<file path="src/rtl/karatsuba_pkg.sv">
// Shared types and width helpers for the sequential Karatsuba multiplier controller.
package karatsuba_pkg;

    typedef logic [2:0] state_t;

    localparam state_t ST_IDLE    = 3'd0;
    localparam state_t ST_MUL_H   = 3'd1;
    localparam state_t ST_MUL_L   = 3'd2;
    localparam state_t ST_MUL_M   = 3'd3;
    localparam state_t ST_COMBINE = 3'd4;
    localparam state_t ST_DONE    = 3'd5;

    localparam int DEF_N        = 32;
    localparam int DEF_APX_BITS = 4;

    function automatic int half_w(input int n);
        return n / 2;
    endfunction

    // S1*S2 needs two bits beyond N; mid needs one more for its sign.
    function automatic int m3_w(input int n);
        return n + 2;
    endfunction

    function automatic int mid_w(input int n);
        return n + 3;
    endfunction

endpackage

</file>
<file path="src/rtl/kmul_core.sv">
// Combinational unsigned W x W multiplier shared by all three partial products.
module kmul_core #(
    parameter int W = 17
) (
    input  logic [W-1:0]   x_i,
    input  logic [W-1:0]   y_i,
    output logic [2*W-1:0] prod_o
);

    assign prod_o = {{W{1'b0}}, x_i} * {{W{1'b0}}, y_i};

endmodule

</file>
<file path="src/rtl/karatsuba_seq_ctrl.sv">
// Sequential Karatsuba multiplier: one shared (K+1)x(K+1) multiplier, FSM-sequenced.
// Define KARATSUBA_SEQ_APPROX_EN to clear the low APX_BITS of the L and M operands.
module karatsuba_seq_ctrl
    import karatsuba_pkg::*;
#(
    parameter int N        = DEF_N,
    parameter int APX_BITS = DEF_APX_BITS
) (
    input  logic           clk,
    input  logic           rst_n,
    input  logic           in_valid,
    output logic           in_ready,
    input  logic [N-1:0]   a,
    input  logic [N-1:0]   b,
    output logic           out_valid,
    input  logic           out_ready,
    output logic [2*N-1:0] p,
    output logic           busy
);

    localparam int K    = half_w(N);
    localparam int M3W  = m3_w(N);
    localparam int MIDW = mid_w(N);

`ifdef KARATSUBA_SEQ_APPROX_EN
    localparam bit APX_EN = 1'b1;
`else
    localparam bit APX_EN = 1'b0;
`endif

    localparam logic [K:0] APX_LOW  = ((K+1)'(1) << APX_BITS) - (K+1)'(1);
    localparam logic [K:0] APX_MASK = APX_EN ? ~APX_LOW : {(K+1){1'b1}};

    state_t           state_q, state_d;
    logic [N-1:0]     a_q, b_q;
    logic [N-1:0]     m1_q, m2_q;
    logic [M3W-1:0]   m3_q;
    logic [2*N-1:0]   p_q, p_d;

    logic [K:0]       s1, s2;
    logic [K:0]       mul_x, mul_y;
    logic [M3W-1:0]   prod;
    logic [MIDW-1:0]  mid;
    logic [2*N-1:0]   mid_ext;

    assign s1 = {1'b0, a_q[N-1:K]} + {1'b0, a_q[K-1:0]};
    assign s2 = {1'b0, b_q[N-1:K]} + {1'b0, b_q[K-1:0]};

    // The high product stays exact; only L and M see the approximation mask.
    always_comb begin
        mul_x = '0;
        mul_y = '0;
        case (state_q)
            ST_MUL_H: begin
                mul_x = {1'b0, a_q[N-1:K]};
                mul_y = {1'b0, b_q[N-1:K]};
            end
            ST_MUL_L: begin
                mul_x = {1'b0, a_q[K-1:0]} & APX_MASK;
                mul_y = {1'b0, b_q[K-1:0]} & APX_MASK;
            end
            ST_MUL_M: begin
                mul_x = s1 & APX_MASK;
                mul_y = s2 & APX_MASK;
            end
            default: ;
        endcase
    end

    kmul_core #(.W(K + 1)) u_mul (
        .x_i    (mul_x),
        .y_i    (mul_y),
        .prod_o (prod)
    );

    // With approximation mid can go negative, so it is sign-extended before the shift.
    assign mid     = {1'b0, m3_q} - {3'b000, m1_q} - {3'b000, m2_q};
    assign mid_ext = {{(2*N-MIDW){mid[MIDW-1]}}, mid};
    assign p_d     = {m1_q, {N{1'b0}}} + (mid_ext << K) + {{N{1'b0}}, m2_q};

    always_comb begin
        state_d = state_q;
        case (state_q)
            ST_IDLE:    if (in_valid) state_d = ST_MUL_H;
            ST_MUL_H:   state_d = ST_MUL_L;
            ST_MUL_L:   state_d = ST_MUL_M;
            ST_MUL_M:   state_d = ST_COMBINE;
            ST_COMBINE: state_d = ST_DONE;
            ST_DONE:    if (out_ready) state_d = ST_IDLE;
            default:    state_d = ST_IDLE;
        endcase
    end

    always_ff @(posedge clk or negedge rst_n) begin
        if (!rst_n) begin
            state_q <= ST_IDLE;
            a_q     <= '0;
            b_q     <= '0;
            m1_q    <= '0;
            m2_q    <= '0;
            m3_q    <= '0;
            p_q     <= '0;
        end else begin
            state_q <= state_d;
            if (state_q == ST_IDLE && in_valid) begin
                a_q <= a;
                b_q <= b;
            end
            if (state_q == ST_MUL_H)   m1_q <= prod[N-1:0];
            if (state_q == ST_MUL_L)   m2_q <= prod[N-1:0];
            if (state_q == ST_MUL_M)   m3_q <= prod;
            if (state_q == ST_COMBINE) p_q  <= p_d;
        end
    end

    assign in_ready  = (state_q == ST_IDLE);
    assign out_valid = (state_q == ST_DONE);
    assign busy      = (state_q != ST_IDLE);
    assign p         = p_q;

endmodule

</file>
<file path="config.mk">
export PLATFORM = sky130hd
export DESIGN_NAME = karatsuba_seq_ctrl
export DESIGN_NICKNAME = d
export VERILOG_FILES = /design/src/rtl/karatsuba_pkg.sv /design/src/rtl/kmul_core.sv /design/src/rtl/karatsuba_seq_ctrl.sv
export SDC_FILE = /design/constraint.sdc
export NUM_CORES = 1
export LEC_CHECK = 0
export ABC_CLOCK_PERIOD_IN_PS = 8600
export CAP_MARGIN = 40
export CORE_ASPECT_RATIO = 1.1
export CORE_MARGIN = 2
export CORE_UTILIZATION = 40
export CTS_CLUSTER_DIAMETER = 60
export DETAILED_ROUTE_END_ITERATION = 16
export DONT_BUFFER_PORTS = 1
export GPL_ROUTABILITY_DRIVEN = 0
export PLACE_DENSITY = 0.64
export SYNTH_ARGS = -nofsm -noshare
export SYNTH_HDL_FRONTEND = slang
export SYNTH_HIERARCHICAL = 1
export SYNTH_SLANG_ARGS = --single-unit
</file>
<file path="constraint.sdc">
create_clock -name clk -period 8.6 [get_ports clk]
set_input_delay 0.86 -clock clk [delete_from_list [all_inputs] [get_ports clk]]
set_output_delay 0.86 -clock clk [all_outputs]
set_load 0.02 [all_outputs]
</file>
==> results.py, run 1 <==
metrics = {
    "synthesis": {
        "synth_area_um2": 25100,
        "yosys.area.top_type": "dfrtp_1",
        "synth_top_family_by_area": "adder cells",
        "synth_fa_ha_area_share_pct": 31.8,
        "ys_types": 82,
        "yosys.area_share.simple_pct": 15.7,
        "yosysWarnings": 6,
        "synthTopCellsByArea": "dfrtp_1 (23%), fa_1 (21%), ha_1 (11%)",
        "synth-xor-area-share_pct": 4.26,
        "avgSynthCellArea_um2": 8.84,
        "synth-edff-count": 0,
        "syn_inst": 2839,
        "muxShareOfSynthArea_pct": 3.70,
        "synth_compound_area_share_pct": 14.2,
        "ys.flop_type": "dfrtp_1",
        "synth_top_area_share_pct": 22.8,
        "synth_async_sr_flop_share_pct": 100,
        "yosysSeqAreaShare_pct": 22.8,
        "synth_seq_cells": 229,
        "syn_nets": 3389,
    },
    "status": {
        "status": "finished clean",
    },
    "drt": {
        "drt_iter0_drc": 1179,
        "wl_mm": 62.0,
        "via_count": 19000,
        "drtPass1Iterations": 7,
        "wl_per_cell_um": 16.9,
        "viasPerCell": 5.18,
        "remaining_drc_errors": 0,
        "final_antenna_net_count": 0,
    },
    "global_routing": {
        "antenna_found_initial": 3,
        "grt_overflow": 0,
        "grt_pass1_vias": 19500,
        "grt_use_total_pct": 19.4,
        "grt_pass1_wl_mm": 102,
        "grt_max_degree": 188,
    },
    "die": {
        "die_x_um": 243,
        "coreArea_um2": 62200,
        "dieHeight_um": 267,
        "start_util_pct": 40.3,
        "die-area_um2": 64800,
        "row_count": 96,
        "ios": 135,
    },
    "hold_path": {
        "min_path_type": "input pin to async pin",
    },
    "setup_path": {
        "cp_slowest_stage_delay_ns": 0.59,
        "crit_buf_inv": 5,
        "critPathLaunchType": "flip-flop",
        "slowest_stage": "fa_1",
        "crit_path_end_kind": "flip-flop",
        "required_ns": 9.10,
        "worstPathArrival_ns": 8.62,
        "path_class": "flip-flop to flip-flop",
        "critPathMostFrequentCell": "fa_1",
        "r2r_start": "a_q[16]",
        "startpoint": "a_q[16]",
        "critPathTopFamily": "adder cells",
        "worst-path-max-fanout": 17,
    },
    "clock_network": {
        "cts.sinks": 229,
        "clockRootBuffer": "clkbuf_16",
        "clk_path_buf_depth": 3,
        "clock_latency_ns": 0.59,
        "cts_buffers": 27,
        "clk_pin_slew_ns": 0.06,
        "h-tree-depth": 1,
        "cts_tree": "yes",
    },
    "timing": {
        "finalCriticalPeriod_ns": 8.12,
        "hold_viol_final": 0,
        "finalSetupViolCount": 0,
        "finalClockSkew_ns": 0.0383,
        "tightest_slew_ns": 1.18,
        "relSlewSlack_pct": 21.3,
        "drv_slew": 0,
        "period_share_pct": 94.4,
        "fmaxAchievable_mhz": 123,
        "fin_ws_ns": 0.482,
    },
    "layout": {
        "drive_gt1_share_pct": 8.49,
        "synthToLayoutAreaGrowth_pct": 8.70,
        "num-fill-cells": 6112,
        "finalNetCount": 3368,
    },
    "placement": {
        "dp_slack_ns": 0.228,
        "port_buffers": 0,
        "hpwl_mm": 48.5,
    },
    "job": {
        "cap_violations": 0,
    },
}
sequential cells by signal, summed over array words and instances (netlist names):
name	cells
a_q	32
b_q	32
m1_q	32
m2_q	32
m3_q	34
p	64
state_q	3
cells in the mapped netlist, drive strengths merged, types with 15 or more instances:
cell / count
xor2: 44
a21oi: 134
nand2: 485
nand3: 35
nor2: 84
a22oi: 26
ha: 223
a21o: 66
clkbuf: 99
mux2: 79
fa: 259
dfrtp: 229
nor3: 28
o21a: 17
nand2b: 15
o21ai: 199
inv: 391
nor2b: 19
o21bai: 25
xnor2: 78
nand4: 17
a31oi: 20
and2: 133
and3: 19
layer usage:
metal / vias up / share of wire (%) / global-route usage [%]
li1: 9235 / - / -
met1: 9234 / 46 / 26.1
met2: 456 / 46 / 32.2
met3: 86 / 5.3 / 3.25
met4: 2 / 2.9 / 5.50
met5: - / 0.021 / 0
logic make-up after synthesis:
logic type,count (synthesis)
xor+xnor,122
compound gates,561
buf+inv,501
simple gates,861
flops,229
fa+ha+maj,482
mux,83
final cells by class:
type	count	area (um^2)	share of cell area (%)
multi-input combinational	2109	17600	64.4
sequential	229	5730	21.0
inverter	392	1470	5.39
tap	833	1040	3.82
clock buffer	37	773	2.83
timing repair buffer	59	519	1.90
clock inverter	13	179	0.656
antenna	1	2.50	0.00917
path summary, 6_finish.rpt:
| path | endpoint | slack (ns) | depth (start not counted) |
|---|---|---|---|
| min | a_q[30] | 0.14 | 1 |
| max | m1_q[30] | 0.48 | 33 |
| min reg2reg | m3_q[2] | 0.50 | 2 |
| max in group asynchronous | p[59] | 7.42 | 1 |
| min in group clk | state_q[0] | 0.38 | 1 |
| max reg2reg | m1_q[30] | 0.48 | 33 |
timing repair:
action	4_1_cts	5_1_grt
endpoints found under the hold margin	187	0
resized for setup	0	16
setup buffers	0	4
hold buffers	2	0
endpoints found under the setup margin	0	28
cell usage in the layout (no fill, tap or decap), types with 79 or more instances in the layout:
cell type	netlist	routed
nand2_1	482	481
a21oi_1	129	128
inv_1	391	391
and2_1	133	131
nor2_1	83	83
o21ai_0	183	174
dfrtp_1	229	229
fa_1	259	259
mux2_2	79	79
ha_1	223	222
stage by stage:
stage,util (%),setup TNS (ns),instance area (um^2),cells,hold slack [ns]
floorplan,-,0,25100,2839,0.452
global placement,42.0,0,26100,3614,0.479
detailed placement,42.1,0,26200,3616,0.484
CTS,43.7,0,27200,3668,0.127
global route,43.9,-0.00111,27300,3672,0.135
finish,43.9,0,27300,3673,0.137
Power of run 1 is left out: the tool's default activity adds up to more than one toggle a clock period on the data nets, which glitch-free logic cannot reach.
==> run 2: changes to the inputs <==
==> constraint.sdc (replaced) <==
create_clock -name clk -period 8.6 [get_ports clk]
set_input_delay 1.72 -clock clk [delete_from_list [all_inputs] [get_ports clk]]
set_output_delay 1.72 -clock clk [all_outputs]
set_load 0.02 [all_outputs]
==> run 2 against run 1 <==
Clock-buffer cell count stayed put. Fmax hardly changed. First-iteration DRC count is 3.2% lower. Register-to-register slack hardly changed. Design area is 0.20% lower. Sequential share of layout area hardly changed. Core utilization is 0.088 points lower. Non-clock buffer count is 2 lower. Sequential cell count stayed put. Via count is 0.55% lower. Cell count hardly changed. Global-route usage is 0.094 points lower. Critical path type unchanged. Highest routed layer unchanged.
==> results.py, run 2 (synthesized netlist as in run 1, its figures left out) <==
metrics = {
    "clock_network": {
        "clk_path_buf_depth": 3,
        "clock_latency_ns": 0.59,
        "clockRootBuffer": "clkbuf_16",
        "clk_pin_slew_ns": 0.07,
        "hold_buffers": 0,
        "h-tree-depth": 1,
        "cts_tree": "yes",
        "cts_buffers": 27,
        "cts.sinks": 229,
    },
    "layout": {
        "num-fill-cells": 6114,
        "synthToLayoutAreaGrowth_pct": 8.48,
        "layout_common_cells": "nand2_1 (481), inv_1 (391), fa_1 (259)",
        "post-route-util_pct": 43.8,
        "largest_reg_flops": 64,
        "final_common_cell": "nand2_1",
        "finalNetCount": 3366,
        "drive_gt1_share_pct": 8.42,
        "fin_area_um2": 27200,
    },
    "die": {
        "coreArea_um2": 62200,
        "start_util_pct": 40.3,
        "die_x_um": 243,
        "ios": 135,
        "die-area_um2": 64800,
        "dieHeight_um": 267,
        "row_count": 96,
    },
    "hold_path": {
        "min_from": "m3_q[2]",
        "min_path_type": "flip-flop to flip-flop",
    },
    "timing": {
        "finalSetupViolCount": 0,
        "finalCriticalPeriod_ns": 8.12,
        "holdWs_ns": 0.499,
        "drv_slew": 0,
        "fmaxAchievable_mhz": 123,
        "tns_ns": 0,
        "period_share_pct": 94.4,
        "finalClockSkew_ns": 0.0363,
        "tightest_slew_ns": 0.858,
        "relSlewSlack_pct": 42.8,
        "hold_viol_final": 0,
    },
    "drt": {
        "remaining_drc_errors": 0,
        "drt_iter0_drc": 1141,
        "via_count": 18900,
        "wl_mm": 61.6,
        "drtPass1Iterations": 5,
        "wl_per_cell_um": 16.8,
        "viasPerCell": 5.15,
        "final_antenna_net_count": 0,
    },
    "setup_path": {
        "startpoint": "a_q[16]",
        "critPathLaunchType": "flip-flop",
        "crit_path_end_kind": "flip-flop",
        "path_class": "flip-flop to flip-flop",
        "cp_slowest_stage_delay_ns": 0.59,
        "worst-path-max-fanout": 17,
        "r2r_start": "a_q[16]",
        "critPathMostFrequentCell": "fa_1",
        "worstPathArrival_ns": 8.62,
        "slowest_stage": "fa_1",
        "required_ns": 9.10,
    },
    "status": {
        "status": "finished clean",
    },
    "job": {
        "cap_violations": 0,
    },
    "placement": {
        "hpwl_mm": 48.5,
        "port_buffers": 0,
        "postPlaceCellArea_um2": 26200,
    },
    "global_routing": {
        "grt_pass1_wl_mm": 102,
        "grt_overflow": 0,
        "grt_use_total_pct": 19.3,
        "grt_max_degree": 230,
        "antenna_found_initial": 3,
        "grt_pass1_vias": 19400,
    },
}
## run 2: worst paths after layout
path | endpoint | slack, ns | cells past startpoint
max | m1_q[30] | 0.48 | 33
min | m3_q[2] | 0.50 | 2
max reg2reg | m1_q[30] | 0.48 | 33
min reg2reg | m3_q[2] | 0.50 | 2
max in group asynchronous | p[59] | 7.06 | 0
min in group asynchronous | b_q[29] | 0.87 | 0
## run 2: metrics by stage
step | cells | setup WS [ns]
floorplan | 2839 | 0.672
global route | 3670 | -0.00111
finish | 3671 | 0.481
CTS | 3666 | 0.206
global placement | 3614 | 0.413
detailed placement | 3616 | 0.228
## run 2: metal layers
metal  GRT usage, %  routed length [um]  vias to the layer above
met3           3.22                3190                       87
met1           26.0               28500                     9148
met5              0                  13                        -
li1               -                   -                     9222
met4           5.50                1780                        2
met2           32.0               28200                      450
## run 2: final cells by class
type | count | area [um^2] | share of cell area (%)
multi-input cells | 2109 | 17600 | 64.5
inverters | 392 | 1470 | 5.40
clock inverters | 13 | 179 | 0.657
flip-flops and latches | 229 | 5730 | 21.0
clock buffers | 37 | 773 | 2.84
well taps | 833 | 1040 | 3.83
diodes | 1 | 2.50 | 0.00919
repair buffers | 57 | 464 | 1.70
## run 2: critical path, delay by kind of cell, from the launching register on
family	cells	cell delay, ns
and+or+nand+nor	6	0.97
DFF	1	0.38
xor gates and xnor gates	1	0.14
buffers and inverters	5	0.41
AOI/OAI and AO/OA	12	2.18
adders and majority gates	9	3.95
## run 2: repair_timing
item,4_1_cts,5_1_grt
buffers inserted,0,4
gates resized for setup,0,16
setup endpoints to repair,0,28
Power of run 2 is left out for the same reason.
==> run 3: changes to the inputs <==
--- a/config.mk
+++ b/config.mk
@@ -6,7 +6,6 @@
 export NUM_CORES = 1
 export LEC_CHECK = 0
 export ABC_CLOCK_PERIOD_IN_PS = 8600
-export CAP_MARGIN = 40
 export CORE_ASPECT_RATIO = 1.1
 export CORE_MARGIN = 2
 export CORE_UTILIZATION = 40
@@ -14,6 +13,7 @@
 export DETAILED_ROUTE_END_ITERATION = 16
 export DONT_BUFFER_PORTS = 1
 export GPL_ROUTABILITY_DRIVEN = 0
+export GPL_TIMING_DRIVEN = 0
 export PLACE_DENSITY = 0.64
 export SYNTH_ARGS = -nofsm -noshare
 export SYNTH_HDL_FRONTEND = slang
==> run 3 against run 2 <==
Setup slack got worse by 0.16 ns. Sequential share of layout area decreased by 0.48 points. Wire length increased by 11%. Design area increased by 2.4%. Fmax decreased by 1.9%. Critical path depth decreased by 2. Via count increased by 3.8%. First-iteration DRC count decreased by 3.1%. Clock-buffer cell count unchanged. Die area unchanged. Cell count increased by 2.0%.
==> results.py, run 3 (synthesized netlist as in run 1, its figures left out) <==
metrics = {
    "layout": {
        "drive_gt1_share_pct": 9.83,
        "largest_reg_flops": 64,
        "synthToLayoutAreaGrowth_pct": 11.0,
        "finalNetCount": 3437,
        "post_layout_nonfiller_instances": 3746,
        "final_common_cell": "nand2_1",
        "layout_common_cells": "nand2_1 (480), inv_1 (391), fa_1 (258)",
    },
    "die": {
        "row_count": 96,
        "die-area_um2": 64800,
        "die_x_um": 243,
        "dieHeight_um": 267,
        "start_util_pct": 40.3,
        "coreArea_um2": 62200,
        "ios": 135,
    },
    "global_routing": {
        "antenna_found_initial": 5,
        "grt_overflow": 0,
        "grt_pass1_wl_mm": 110,
        "grt_pass1_vias": 20100,
        "grt_use_total_pct": 21.3,
        "grt_max_degree": 230,
    },
    "setup_path": {
        "critPathLaunchType": "flip-flop",
        "crit_path_end_kind": "flip-flop",
        "critPathMostFrequentCell": "fa_1",
        "cp_slowest_stage_delay_ns": 0.56,
        "slowest_stage": "fa_1",
        "path_class": "flip-flop to flip-flop",
        "worstPathArrival_ns": 8.72,
        "r2r_start": "a_q[1]",
        "required_ns": 9.05,
        "worst-path-max-fanout": 10,
        "startpoint": "a_q[1]",
        "regToRegSetupSlack_ns": 0.32,
    },
    "timing": {
        "finalClockSkew_ns": 0.0222,
        "period_share_pct": 96.2,
        "finalCriticalPeriod_ns": 8.28,
        "drv_slew": 0,
        "hold_viol_final": 0,
        "finalSetupViolCount": 0,
        "fmaxAchievable_mhz": 121,
        "tightest_slew_ns": 1.02,
        "relSlewSlack_pct": 32.2,
        "rsz0062_at_grt": "true",
    },
    "drt": {
        "final_antenna_net_count": 0,
        "via_count": 19600,
        "viasPerCell": 5.24,
        "remaining_drc_errors": 0,
        "wl_mm": 68.6,
        "wl_per_cell_um": 18.3,
        "drt_iter0_drc": 1106,
        "drtPass1Iterations": 5,
    },
    "placement": {
        "port_buffers": 0,
        "hpwl_mm": 55.2,
        "placed_cells": 3672,
    },
    "clock_network": {
        "clock_latency_ns": 0.59,
        "cts_tree": "yes",
        "cts.sinks": 229,
        "clk_path_buf_depth": 3,
        "h-tree-depth": 1,
        "clk_pin_slew_ns": 0.06,
        "cts_buffers": 28,
        "hold_buffers": 0,
        "clockRootBuffer": "clkbuf_16",
    },
    "status": {
        "status": "finished clean",
    },
    "hold_path": {
        "min_path_type": "flip-flop to flip-flop",
        "min_from": "m3_q[32]",
    },
    "job": {
        "cap_violations": 0,
    },
}
## run 3: worst paths after layout
path                       endpoint  cells after the start
min                        m3_q[32]                      2
max reg2reg                m1_q[31]                     31
min in group asynchronous   b_q[13]                      0
max                        m1_q[31]                     31
min reg2reg                m3_q[32]                      2
max in group asynchronous     p[41]                      0
## run 3: per-stage QoR
step / hold slack, ns / area [um^2] / setup TNS [ns] / utilization (%) / setup WS (ns)
finish: 0.485 / 27900 / 0 / 44.8 / 0.324
detailed placement: 0.478 / 26200 / -41.62 / 42.0 / -1.42
global route: 0.526 / 27900 / -0.00459 / 44.8 / -0.00459
global placement: 0.478 / 26100 / -40.60 / 42.0 / -1.40
floorplan: 0.452 / 25100 / 0 / - / 0.672
CTS: 0.494 / 27500 / -0.0531 / 44.2 / -0.0531
## run 3: layout make-up
| type | count | area [um^2] |
|---|---|---|
| inverter | 392 | 1470 |
| clock buffer | 37 | 774 |
| antenna | 4 | 10.0 |
| clock inverter | 15 | 185 |
| multi-input combinational | 2109 | 18000 |
| sequential | 229 | 5730 |
| tap | 833 | 1040 |
| buffer | 104 | 504 |
| fill | 6165 | 34300 |
| timing repair buffer | 23 | 173 |
## run 3: routing by layer
layer / vias up / part of all wire, % / track usage (%)
li1: 9371 / - / -
met1: 9583 / 43 / 26.6
met5: - / 0.047 / 0
met4: 6 / 4.3 / 8.46
met2: 512 / 47 / 36.2
met3: 150 / 6.0 / 4.29
## run 3: timing repair
item	in CTS	in global routing
pin swaps	8	29
buffers inserted	10	13
endpoints found under the hold margin	0	0
resized for setup	85	101
setup endpoints to repair	56	44
## run 3: worst max-delay path: cells and delay by family, from the launching register on
family	cells	cell delay, ns
flops	1	0.40
buf+inv	5	0.50
xor+xnor	2	0.28
compound gates	12	2.48
fa+ha+maj	8	3.67
simple gates	4	0.77
Power of run 3 is left out for the same reason.
